==> src/rtl/refresh_seq_pkg.sv <==
// Shared definitions for the DRAM refresh sequencer: state encoding and the
// default refresh timing the memory controller also budgets against.
package refresh_seq_pkg;

    typedef enum logic [1:0] {
        ST_IDLE = 2'd0,
        ST_CAS  = 2'd1,
        ST_RAS  = 2'd2,
        ST_PRE  = 2'd3
    } refresh_state_e;

    localparam int DEF_PEND_W  = 3;
    localparam int DEF_RAS_CYC = 4;
    localparam int DEF_PRE_CYC = 2;
    localparam int PHASE_W     = 4;

endpackage

==> src/rtl/refresh_seq_backlog.sv <==
// Saturating backlog of owed refreshes with urgency flag; the optional sticky
// overflow flag is built when REFSEQ_OVF_EN is defined.
module refresh_backlog #(
    parameter int PEND_W = 3
) (
    input  logic              clk,
    input  logic              resetl,
    input  logic              inc_i,
    input  logic              dec_i,
`ifdef REFSEQ_OVF_EN
    input  logic              ovf_clr_i,
    output logic              ovf_o,
`endif
    output logic [PEND_W-1:0] pend_o,
    output logic              urgent_o
);

    localparam logic [PEND_W-1:0] PEND_MAX = '1;

    logic [PEND_W-1:0] pend_q, pend_d;
    logic              urgent_q;
    logic              full;

    assign full = (pend_q == PEND_MAX);

    always_comb begin
        pend_d = pend_q;
        if (inc_i && !dec_i && !full)
            pend_d = pend_q + 1'b1;
        else if (dec_i && !inc_i)
            pend_d = pend_q - 1'b1;
    end

    always_ff @(posedge clk or negedge resetl) begin
        if (!resetl) begin
            pend_q   <= '0;
            urgent_q <= 1'b0;
        end else begin
            pend_q   <= pend_d;
            urgent_q <= (pend_d == PEND_MAX);
        end
    end

    assign pend_o   = pend_q;
    assign urgent_o = urgent_q;

`ifdef REFSEQ_OVF_EN
    logic ovf_q;

    // A request is dropped only when full and no refresh drains a slot this clock.
    always_ff @(posedge clk or negedge resetl) begin
        if (!resetl)
            ovf_q <= 1'b0;
        else if (inc_i && !dec_i && full)
            ovf_q <= 1'b1;
        else if (ovf_clr_i)
            ovf_q <= 1'b0;
    end

    assign ovf_o = ovf_q;
`endif

endmodule

==> src/rtl/refresh_seq.sv <==
// CAS-before-RAS refresh sequencer: acknowledges refresh requests, keeps a
// backlog and runs CAS/RAS/PRE cycles. Optional overflow flag: REFSEQ_OVF_EN.
module refresh_seq
    import refresh_seq_pkg::*;
#(
    parameter int PEND_W  = DEF_PEND_W,
    parameter int RAS_CYC = DEF_RAS_CYC,
    parameter int PRE_CYC = DEF_PRE_CYC
) (
    input  logic              clk,
    input  logic              resetl,
    input  logic              refreq,
    output logic              refback,
    input  logic              mem_busy,
    output logic              startref,
    output logic              refcyc,
    output logic              rasl,
    output logic              casl,
    output logic [PEND_W-1:0] pend,
`ifdef REFSEQ_OVF_EN
    input  logic              ovf_clr,
    output logic              ovf,
`endif
    output logic              urgent
);

    refresh_state_e     state_q;
    logic [PHASE_W-1:0] ras_cnt_q, pre_cnt_q;
    logic               refback_q, taken_q;
    logic               startref_q, refcyc_q, rasl_q, casl_q;
    logic               accept, start_ok, start;

    // taken_q blocks re-acceptance of a request still held after its acknowledge.
    assign accept   = refreq && !refback_q && !taken_q;
    assign start_ok = (pend != '0) && !mem_busy;
    assign start    = start_ok &&
                      ((state_q == ST_IDLE) || (state_q == ST_PRE && pre_cnt_q == '0));

    always_ff @(posedge clk or negedge resetl) begin
        if (!resetl) begin
            refback_q <= 1'b0;
            taken_q   <= 1'b0;
        end else begin
            refback_q <= accept;
            taken_q   <= refreq && (taken_q || accept);
        end
    end

    always_ff @(posedge clk or negedge resetl) begin
        if (!resetl) begin
            state_q    <= ST_IDLE;
            ras_cnt_q  <= '0;
            pre_cnt_q  <= '0;
            startref_q <= 1'b0;
            refcyc_q   <= 1'b0;
            rasl_q     <= 1'b1;
            casl_q     <= 1'b1;
        end else begin
            startref_q <= 1'b0;
            unique case (state_q)
                ST_IDLE: begin
                    if (start) begin
                        state_q    <= ST_CAS;
                        startref_q <= 1'b1;
                        refcyc_q   <= 1'b1;
                        casl_q     <= 1'b0;
                    end
                end
                ST_CAS: begin
                    state_q   <= ST_RAS;
                    ras_cnt_q <= PHASE_W'(RAS_CYC - 1);
                    rasl_q    <= 1'b0;
                end
                ST_RAS: begin
                    if (ras_cnt_q == '0) begin
                        state_q   <= ST_PRE;
                        pre_cnt_q <= PHASE_W'(PRE_CYC - 1);
                        rasl_q    <= 1'b1;
                        casl_q    <= 1'b1;
                    end else begin
                        ras_cnt_q <= ras_cnt_q - 1'b1;
                    end
                end
                ST_PRE: begin
                    if (pre_cnt_q != '0) begin
                        pre_cnt_q <= pre_cnt_q - 1'b1;
                    end else if (start) begin
                        state_q    <= ST_CAS;
                        startref_q <= 1'b1;
                        casl_q     <= 1'b0;
                    end else begin
                        state_q  <= ST_IDLE;
                        refcyc_q <= 1'b0;
                    end
                end
                default: state_q <= ST_IDLE;
            endcase
        end
    end

    refresh_backlog #(.PEND_W(PEND_W)) u_backlog (
        .clk       (clk),
        .resetl    (resetl),
        .inc_i     (accept),
        .dec_i     (start),
`ifdef REFSEQ_OVF_EN
        .ovf_clr_i (ovf_clr),
        .ovf_o     (ovf),
`endif
        .pend_o    (pend),
        .urgent_o  (urgent)
    );

    assign refback  = refback_q;
    assign startref = startref_q;
    assign refcyc   = refcyc_q;
    assign rasl     = rasl_q;
    assign casl     = casl_q;

endmodule

==> config.mk <==
export PLATFORM = sky130hd
export DESIGN_NAME = refresh_seq
export DESIGN_NICKNAME = d
export VERILOG_FILES = /design/src/rtl/refresh_seq_pkg.sv /design/src/rtl/refresh_seq_backlog.sv /design/src/rtl/refresh_seq.sv
export SDC_FILE = /design/constraint.sdc
export NUM_CORES = 1
export LEC_CHECK = 0
export ABC_AREA = 1
export CAP_MARGIN = 10
export CORE_UTILIZATION = 35
export CTS_CLUSTER_DIAMETER = 60
export CTS_CLUSTER_SIZE = 8
export DETAILED_ROUTE_END_ITERATION = 8
export PLACE_DENSITY = 0.57
export RECOVER_POWER = 25
export SETUP_SLACK_MARGIN = 0.05
export SKIP_LAST_GASP = 1
export SYNTH_ARGS = -nofsm -noshare
export SYNTH_HDL_FRONTEND = slang
export SYNTH_SLANG_ARGS = --single-unit
export TNS_END_PERCENT = 100
==> constraint.sdc <==
create_clock -name clk -period 1.4 [get_ports clk]
set_input_delay 0.35 -clock clk [delete_from_list [all_inputs] [get_ports clk]]
set_output_delay 0.35 -clock clk [all_outputs]
set_load 0.005 [all_outputs]
==> impl_metrics.csv, run 1 <==
group,metric,value,unit
outcome,status,"finished with violations",
outcome,violations_in_the_final_reports,"negative setup slack",
yosys,synth-seq-cells,20,
yosys,synthDominantAreaCellType,"dfrtp_1",
global_route,grt_remaining_overflow,0,
sta,worst_pin_slew,522,ps
critical_path,crit-reg2reg-launch,"u_backlog.pend_o[0]$_DFF_PN0_",
critical_path,timing.critical_path.cells,"buf_6 > inv_4 > ha_4 > ha_4 > nor2_8 > nand2_4 > buf_4 > o21ai_0 > nand2_1 > nand2_1",
sta,fin_crit_sh,115,%
power,vdd_drop_max,0.897,mV
cts,cts.clk_slew.worst_paths,110,ps
yosys,synth_cell_types,25,
global_route,grt_max_degree,21,
global_route,grt_first_pass_wirelength,3930,um
sta,worst_slew_margin_rel,65.2,%
critical_path,slowest_stage,"dfrtp_1",
sta,finClkSkew,5.93,ps
final_layout,final_nets,202,
power,power_density,2290,nW/um^2
final_layout,final_layout_size_suffix_gt1_share,50.8,%
drt,drtPass1Iterations,4,
sta,hold-worst-slack,477,ps
drt,wl_per_cell,11.8,um
sta,clock.fmax,621,MHz
cts,worstSkewPairLatency,310,ps
sta,slew_violations,0,
critical_path,critical_path_class,"reg2reg",
drt,via_count,1039,
placed_design,post-place-cells,208,
die,boundaryPins,13,
cts,max_h_tree_level,1,
yosys,netlist_top_cells_area,"dfrtp_1 38%, ha_1 13%, inv_1 7.3%",
critical_path,critical_path_arrival,1860,ps
critical_path,rr_endpoint,"state_q[0]$_DFFE_PN0P_",
die,die_w,60.0,um
sta,setup_slack,-211,ps
cts,cts_max_path_buffers,2,
die,die_h,60.0,um
critical_path,worstSetupStartpointType,"register",
sta,fin_crit,1610,ps
final_layout,areaGrowthSynthToFinish,59.8,%
yosys,ys.warnings.count,0,
worst_hold_path,hold_crit_path_type,"reg2reg",
yosys,synth.net_count,147,
cts,cts_tree,"yes",
final_layout,fin_area,1880,sq um
die,die-area,3600,sq um
global_route,initial_antenna_violation_count,0,
global_route,via_count_of_the_first_global_routing_pass,904,
critical_path,critPathBufInv,3,
critical_path,worstPathMaxFanout,6,
yosys,syn-mean-instance-area,8.98,sq um
yosys,synth_sequential_area_ratio,42.8,%
placed_design,port_buffers,12,
sta,grt_setup_unrepaired,"yes",
placed_design,hpwl,1700,um
critical_path,end_kind,"register",
placed_design,gp_congestion,0.836,
placed_design,placedInstanceArea,1550,sq um
critical_path,cp.required,1650,ps
cts,cts_inserted_buffers,3,
worst_hold_path,worst_hold_path.endpoint,"ras_cnt_q[3]$_DFFE_PN0P_",
drt,via_per_inst,4.54,
die,core_area,3130,sq um
worst_hold_path,hold_crit_start,"ras_cnt_q[3]$_DFFE_PN0P_",
critical_path,critPathTopFamily,"flip-flops",
global_route,grt_util_all_layers,14.7,%
critical_path,crit_path_max_incr_delay,380,ps
yosys,syn-instance-count,131,
sta,timing_hold_violations_final,0,
drt,detail-route-antenna-nets,0,
die,rows,20,
cts,clock_sink_count,20,
final_layout,post_layout_nonfiller_instances,229,
critical_path,ff2ff_setup_slack,-210,ps
worst_hold_path,worst_hold_path.num_cells,1,
cts,cts_hold_buffers,0,
die,initial_core_util,37.6,%
run,max_cap_viol_count,0,
yosys,post-synth-top-area-fraction,38.3,%
drt,drc,0,
sta,final-setup-viol-count,9,
cts,clockRootBuffer,"clkbuf_4",
drt,detail_route.iter0.violations,40,
power,p_leak,0.898,nW
drt,totalWireLength,2700,um
final_layout,antenna_cells,0,
yosys,synth_area,1180,sq um
critical_path,worst-r2r-cell-count,10,
-- cell families after synthesis --
logic type | synth area share, %
simple gates | 22.8
compound gates | 12.6
buf+inv | 7.66
flops | 42.8
fa+ha+maj | 12.8
xor+xnor | 1.49
-- synthesized netlist by cell type, drive strengths merged --
library cell	count
inv	24
o22ai	1
nand3	7
a2bb2oi	1
o21a	1
ha	12
o31ai	5
o21ai	11
nor2	14
nor3	1
xnor2	2
dfrtp	18
dfstp	2
nand2	25
nand4	2
a21oi	5
-- worst max-delay path by stage --
stage | start | endpoint | slack, ps | depth (start not counted)
after floorplan | u_backlog.pend_o[0]$_DFF_PN0_ | u_backlog.urgent_o$_DFF_PN0_ | -30 | 12
after global placement | refreq | u_backlog.urgent_o$_DFF_PN0_ | -290 | 12
after detailed placement | refreq | u_backlog.urgent_o$_DFF_PN0_ | -310 | 12
after CTS | u_backlog.pend_o[0]$_DFF_PN0_ | u_backlog.urgent_o$_DFF_PN0_ | -170 | 13
after global routing | u_backlog.pend_o[0]$_DFF_PN0_ | u_backlog.urgent_o$_DFF_PN0_ | -280 | 13
final | u_backlog.pend_o[0]$_DFF_PN0_ | state_q[0]$_DFFE_PN0P_ | -210 | 10
-- final cells by class --
class	instances	area (sq um)
Timing Repair Buffer	50	405
Multi-Input combinational cell	87	796
Clock buffer	4	26.3
Sequential cell	20	504
Fill cell	271	1250
Tap cell	44	55.1
Inverter	24	92.6
-- report_power, final --
group          internal (mW)  switching (mW)
combinational           1.50            1.53
sequential             0.823           0.154
clock                  0.111           0.179
total                   2.44            1.86
-- per-stage QoR --
| stage | TNS (ps) | util, % | setup WS [ps] | total power, mW |
|---|---|---|---|---|
| final | -1260 | 60.1 | -211 | 4.30 |
| after global routing | -1940 | 60.1 | -276 | 4.65 |
| after CTS | -978 | 54.2 | -172 | 3.69 |
| after detailed placement | -1810 | 49.4 | -313 | 3.13 |
| after global placement | -1530 | 49.4 | -285 | 3.09 |
| after floorplan | -83.4 | - | -34.1 | 2.27 |
-- routing by layer --
layer  global-route usage, %  vias up  share of wire, %
met5                       0        -                 0
met4                    2.99        0              0.63
met3                    3.90        4               2.4
met2                    23.3       14                51
met1                    20.0      489                46
li1                        -      532                 -
-- registers in the layout, indices dropped and copies added, names as in the netlist --
| register | count |
|---|---|
| casl | 1 |
| pre_cnt_q | 4 |
| ras_cnt_q | 4 |
| rasl | 1 |
| refback | 1 |
| refcyc | 1 |
| startref | 1 |
| state_q | 2 |
| taken_q | 1 |
| u_backlog.pend_o | 3 |
| u_backlog.urgent_o | 1 |
-- cells in the final DEF (no fill, tap or decap), types with 4 or more instances in the layout --
master,count
inv_2,7
dlygate4sd2_1,4
nor2_4,5
nand2_2,5
nand2_1,15
dfrtp_1,17
inv_1,16
buf_4,31
buf_6,6
nand2_4,5
o21ai_0,4
ha_4,7
o21ai_1,6
nor2_1,6
-- worst register-to-register path, stage by stage (launching register included) --
cell and delay (ps):
dfrtp_1 380, buf_6 110, inv_4 30, ha_4 150
ha_4 170, nor2_8 150, nand2_4 90, buf_4 150
o21ai_0 180, nand2_1 80, nand2_1 60
-- repair_timing --
item / in CTS / in global routing
setup endpoints to repair: 22 / 21
buffers inserted: 8 / 9
pin swaps: 9 / 12
gates resized for setup: 32 / 39
gates cloned: 0 / 0
No activity file was read; power rests on OpenSTA's default activity.
==> run 2, diff against run 1 <==
--- a/config.mk
+++ b/config.mk
@@ -8,9 +8,10 @@
 export ABC_AREA = 1
 export CAP_MARGIN = 10
-export CORE_UTILIZATION = 35
+export CORE_UTILIZATION = 49
 export CTS_CLUSTER_DIAMETER = 60
 export CTS_CLUSTER_SIZE = 8
 export DETAILED_ROUTE_END_ITERATION = 8
-export PLACE_DENSITY = 0.57
+export MAX_ROUTING_LAYER = met4
+export PLACE_DENSITY = 0.75
 export RECOVER_POWER = 25
 export SETUP_SLACK_MARGIN = 0.05
==> constraint.sdc (replaced) <==
create_clock -name clk -period 1.4 [get_ports clk]
set_input_delay 0.35 -clock clk [delete_from_list [all_inputs] [get_ports clk]]
set_output_delay 0.35 -clock clk [all_outputs]
set_load 0.01 [all_outputs]
==> run 2 against run 1 <==
The run still ends with negative setup slack left. Hold slack lost 4.3 ps. Maximum frequency shrank 3.1%. Wire length grew 26%. Via count grew 10%. Sequential share of layout area shrank 1.1 points. Non-clock buffer count grew 6. Largest cell class unchanged.
==> impl_metrics.csv, run 2 (synthesis gave the netlist of run 1 again) <==
group,metric,value,unit
outcome,status,"finished with violations",
outcome,violations_in_the_final_reports,"negative setup slack",
sta,timing_hold_violations_final,0,
sta,worst_slew_margin_rel,66.3,%
sta,worst_pin_slew,505,ps
drt,totalWireLength,3400,um
cts,clockRootBuffer,"clkbuf_4",
critical_path,worst-r2r-cell-count,13,
power,vdd_drop_max,2.04,mV
final_layout,most_common_cell_after_layout_fill_and_taps_aside,"buf_4",
global_route,grt_first_pass_wirelength,4660,um
power,power_frac_comb,69.6,%
global_route,grt_max_degree,21,
cts,clock_sink_count,20,
placed_design,gp_congestion,0.868,
die,boundaryPins,13,
drt,drtPass1Iterations,4,
sta,fin_crit,1660,ps
die,rows,17,
final_layout,nFillCells,108,
drt,via_count,1143,
placed_design,port_buffers,12,
global_route,grt_util_all_layers,24.7,%
global_route,globalRouteMet1Util,30.6,%
power,power_density,2490,nW/um^2
cts,max_h_tree_level,1,
global_route,busiest_layer,"met2",
global_route,grt_remaining_overflow,0,
power,seqPwrFrac,20.4,%
final_layout,antenna_cells,0,
die,die_w,51.0,um
sta,hold-worst-slack,473,ps
global_route,grtUsageMet3,2.38,%
die,initial_core_util,52.7,%
global_route,via_count_of_the_first_global_routing_pass,1079,
placed_design,hpwl,1760,um
cts,worstSkewPairLatency,310,ps
worst_hold_path,hold_crit_start,"refback$_DFF_PN0_",
drt,via_per_inst,5.22,
cts,cts_inserted_buffers,3,
power,p_switching,2.12,mW
critical_path,end_kind,"register",
critical_path,ff2ff_setup_slack,-260,ps
worst_hold_path,hold_crit_path_type,"reg2reg",
critical_path,cp.required,1660,ps
drt,detail-route-antenna-nets,0,
critical_path,critical_path_arrival,1920,ps
power,p_leak,0.940,nW
worst_hold_path,worst_hold_path.num_cells,1,
final_layout,area.sequential,504,sq um
die,core_area,2230,sq um
cts,cts.clk_slew.worst_paths,130,ps
drt,drc,0,
sta,clock.fmax,602,MHz
global_route,global_route.usage.met2,42.1,%
sta,slew_violations,0,
critical_path,critical_path_class,"reg2reg",
power,total_power,4.88,mW
die,die_h,51.0,um
sta,grt_setup_unrepaired,"yes",
final_layout,final_layout_size_suffix_gt1_share,54.5,%
cts,cts_tree,"yes",
final_layout,mostFrequentLayoutCells,"36 x buf_4, 17 x dfrtp_1, 14 x inv_1",
global_route,initial_antenna_violation_count,0,
run,max_cap_viol_count,0,
final_layout,final_nets,208,
final_layout,multiInputGateArea,803,sq um
sta,setup_slack,-262,ps
sta,final-setup-viol-count,9,
cts,cts_max_path_buffers,2,
critical_path,worstPathMaxFanout,6,
drt,wl_per_cell,15.5,um
power,switching_share,43.4,%
sta,finClkSkew,6.54,ps
drt,detail_route.iter0.violations,37,
critical_path,critical_path.startpoint,"u_backlog.pend_o[0]$_DFF_PN0_",
cts,cts_hold_buffers,0,
power,p_int,2.76,mW
final_layout,areaGrowthSynthToFinish,66.6,%
critical_path,crit-reg2reg-launch,"u_backlog.pend_o[0]$_DFF_PN0_",
power,p_clk_share,10.0,%
die,die-area,2600,sq um
critical_path,worstSetupStartpointType,"register",
sta,fin_crit_sh,119,%
==> run 2: what timing repair did <==
action	in CTS	in global routing
gates resized for setup	44	38
buffers inserted	11	13
hold endpoints to repair	0	0
endpoints found under the setup margin	24	23
pin swaps	7	17
cloned	0	0
==> run 2: power groups by stage <==
stage	clock (mW)	sequential (mW)	combinational, mW
after floorplan	0	1.02	1.30
after global placement	0	0.968	2.15
after detailed placement	0	0.983	2.24
after CTS	0.479	0.979	2.67
after global routing	0.505	1.02	3.64
final	0.487	0.996	3.40
==> run 2: final cells by class <==
type                    count  area share, %
multi-input cells          87           41.0
flip-flops and latches     20           25.7
repair buffers             56           23.9
inverters                  24           4.85
well taps                  28           1.79
clock inverters             1           1.53
clock buffers               3           1.15
==> run 2: path summary, 6_finish.rpt <==
path,end
worst min register to register,taken_q$_DFF_PN0_
worst min-delay path,taken_q$_DFF_PN0_
worst max-delay path,u_backlog.urgent_o$_DFF_PN0_
worst max register to register,u_backlog.urgent_o$_DFF_PN0_
max in group asynchronous,state_q[1]$_DFFE_PN0P_
min in group asynchronous,state_q[0]$_DFFE_PN0P_
==> run 2: layer usage <==
| metal | up-vias | wire length [um] |
|---|---|---|
| met2 | 26 | 1710 |
| met4 | 0 | 65 |
| met5 | - | 0 |
| met3 | 8 | 94 |
| li1 | 544 | - |
| met1 | 565 | 1530 |
==> run 2: critical path, stage by stage, from the launching register on <==
cell     delay (ps)
dfrtp_1         390
buf_6           130
inv_4            40
ha_4            150
ha_4            170
nor2_8          170
nand2_4         100
nand2_4         100
nand2_2          60
nand2_1          50
nand2_1          60
inv_2            70
nand2_2          50
nor2_2           60
==> run 2: per-stage QoR <==
step | setup TNS (ps) | cell area [sq um] | util [%] | setup WS (ps) | cells
after detailed placement | -1860 | 1540 | 69.0 | -311 | 194
after global placement | -1590 | 1540 | 69.0 | -287 | 194
final | -2030 | 1960 | 87.7 | -262 | 219
after global routing | -2740 | 1960 | 87.7 | -404 | 219
after CTS | -1010 | 1750 | 78.5 | -159 | 207
after floorplan | -220 | 1210 | - | -75.4 | 131
==> run 3, diff against run 2 <==
Settings changed: SLEW_MARGIN from default to 20.
==> results of run 3 <==
Same layout as run 2: the final DEF is identical, and so are final timing and power.
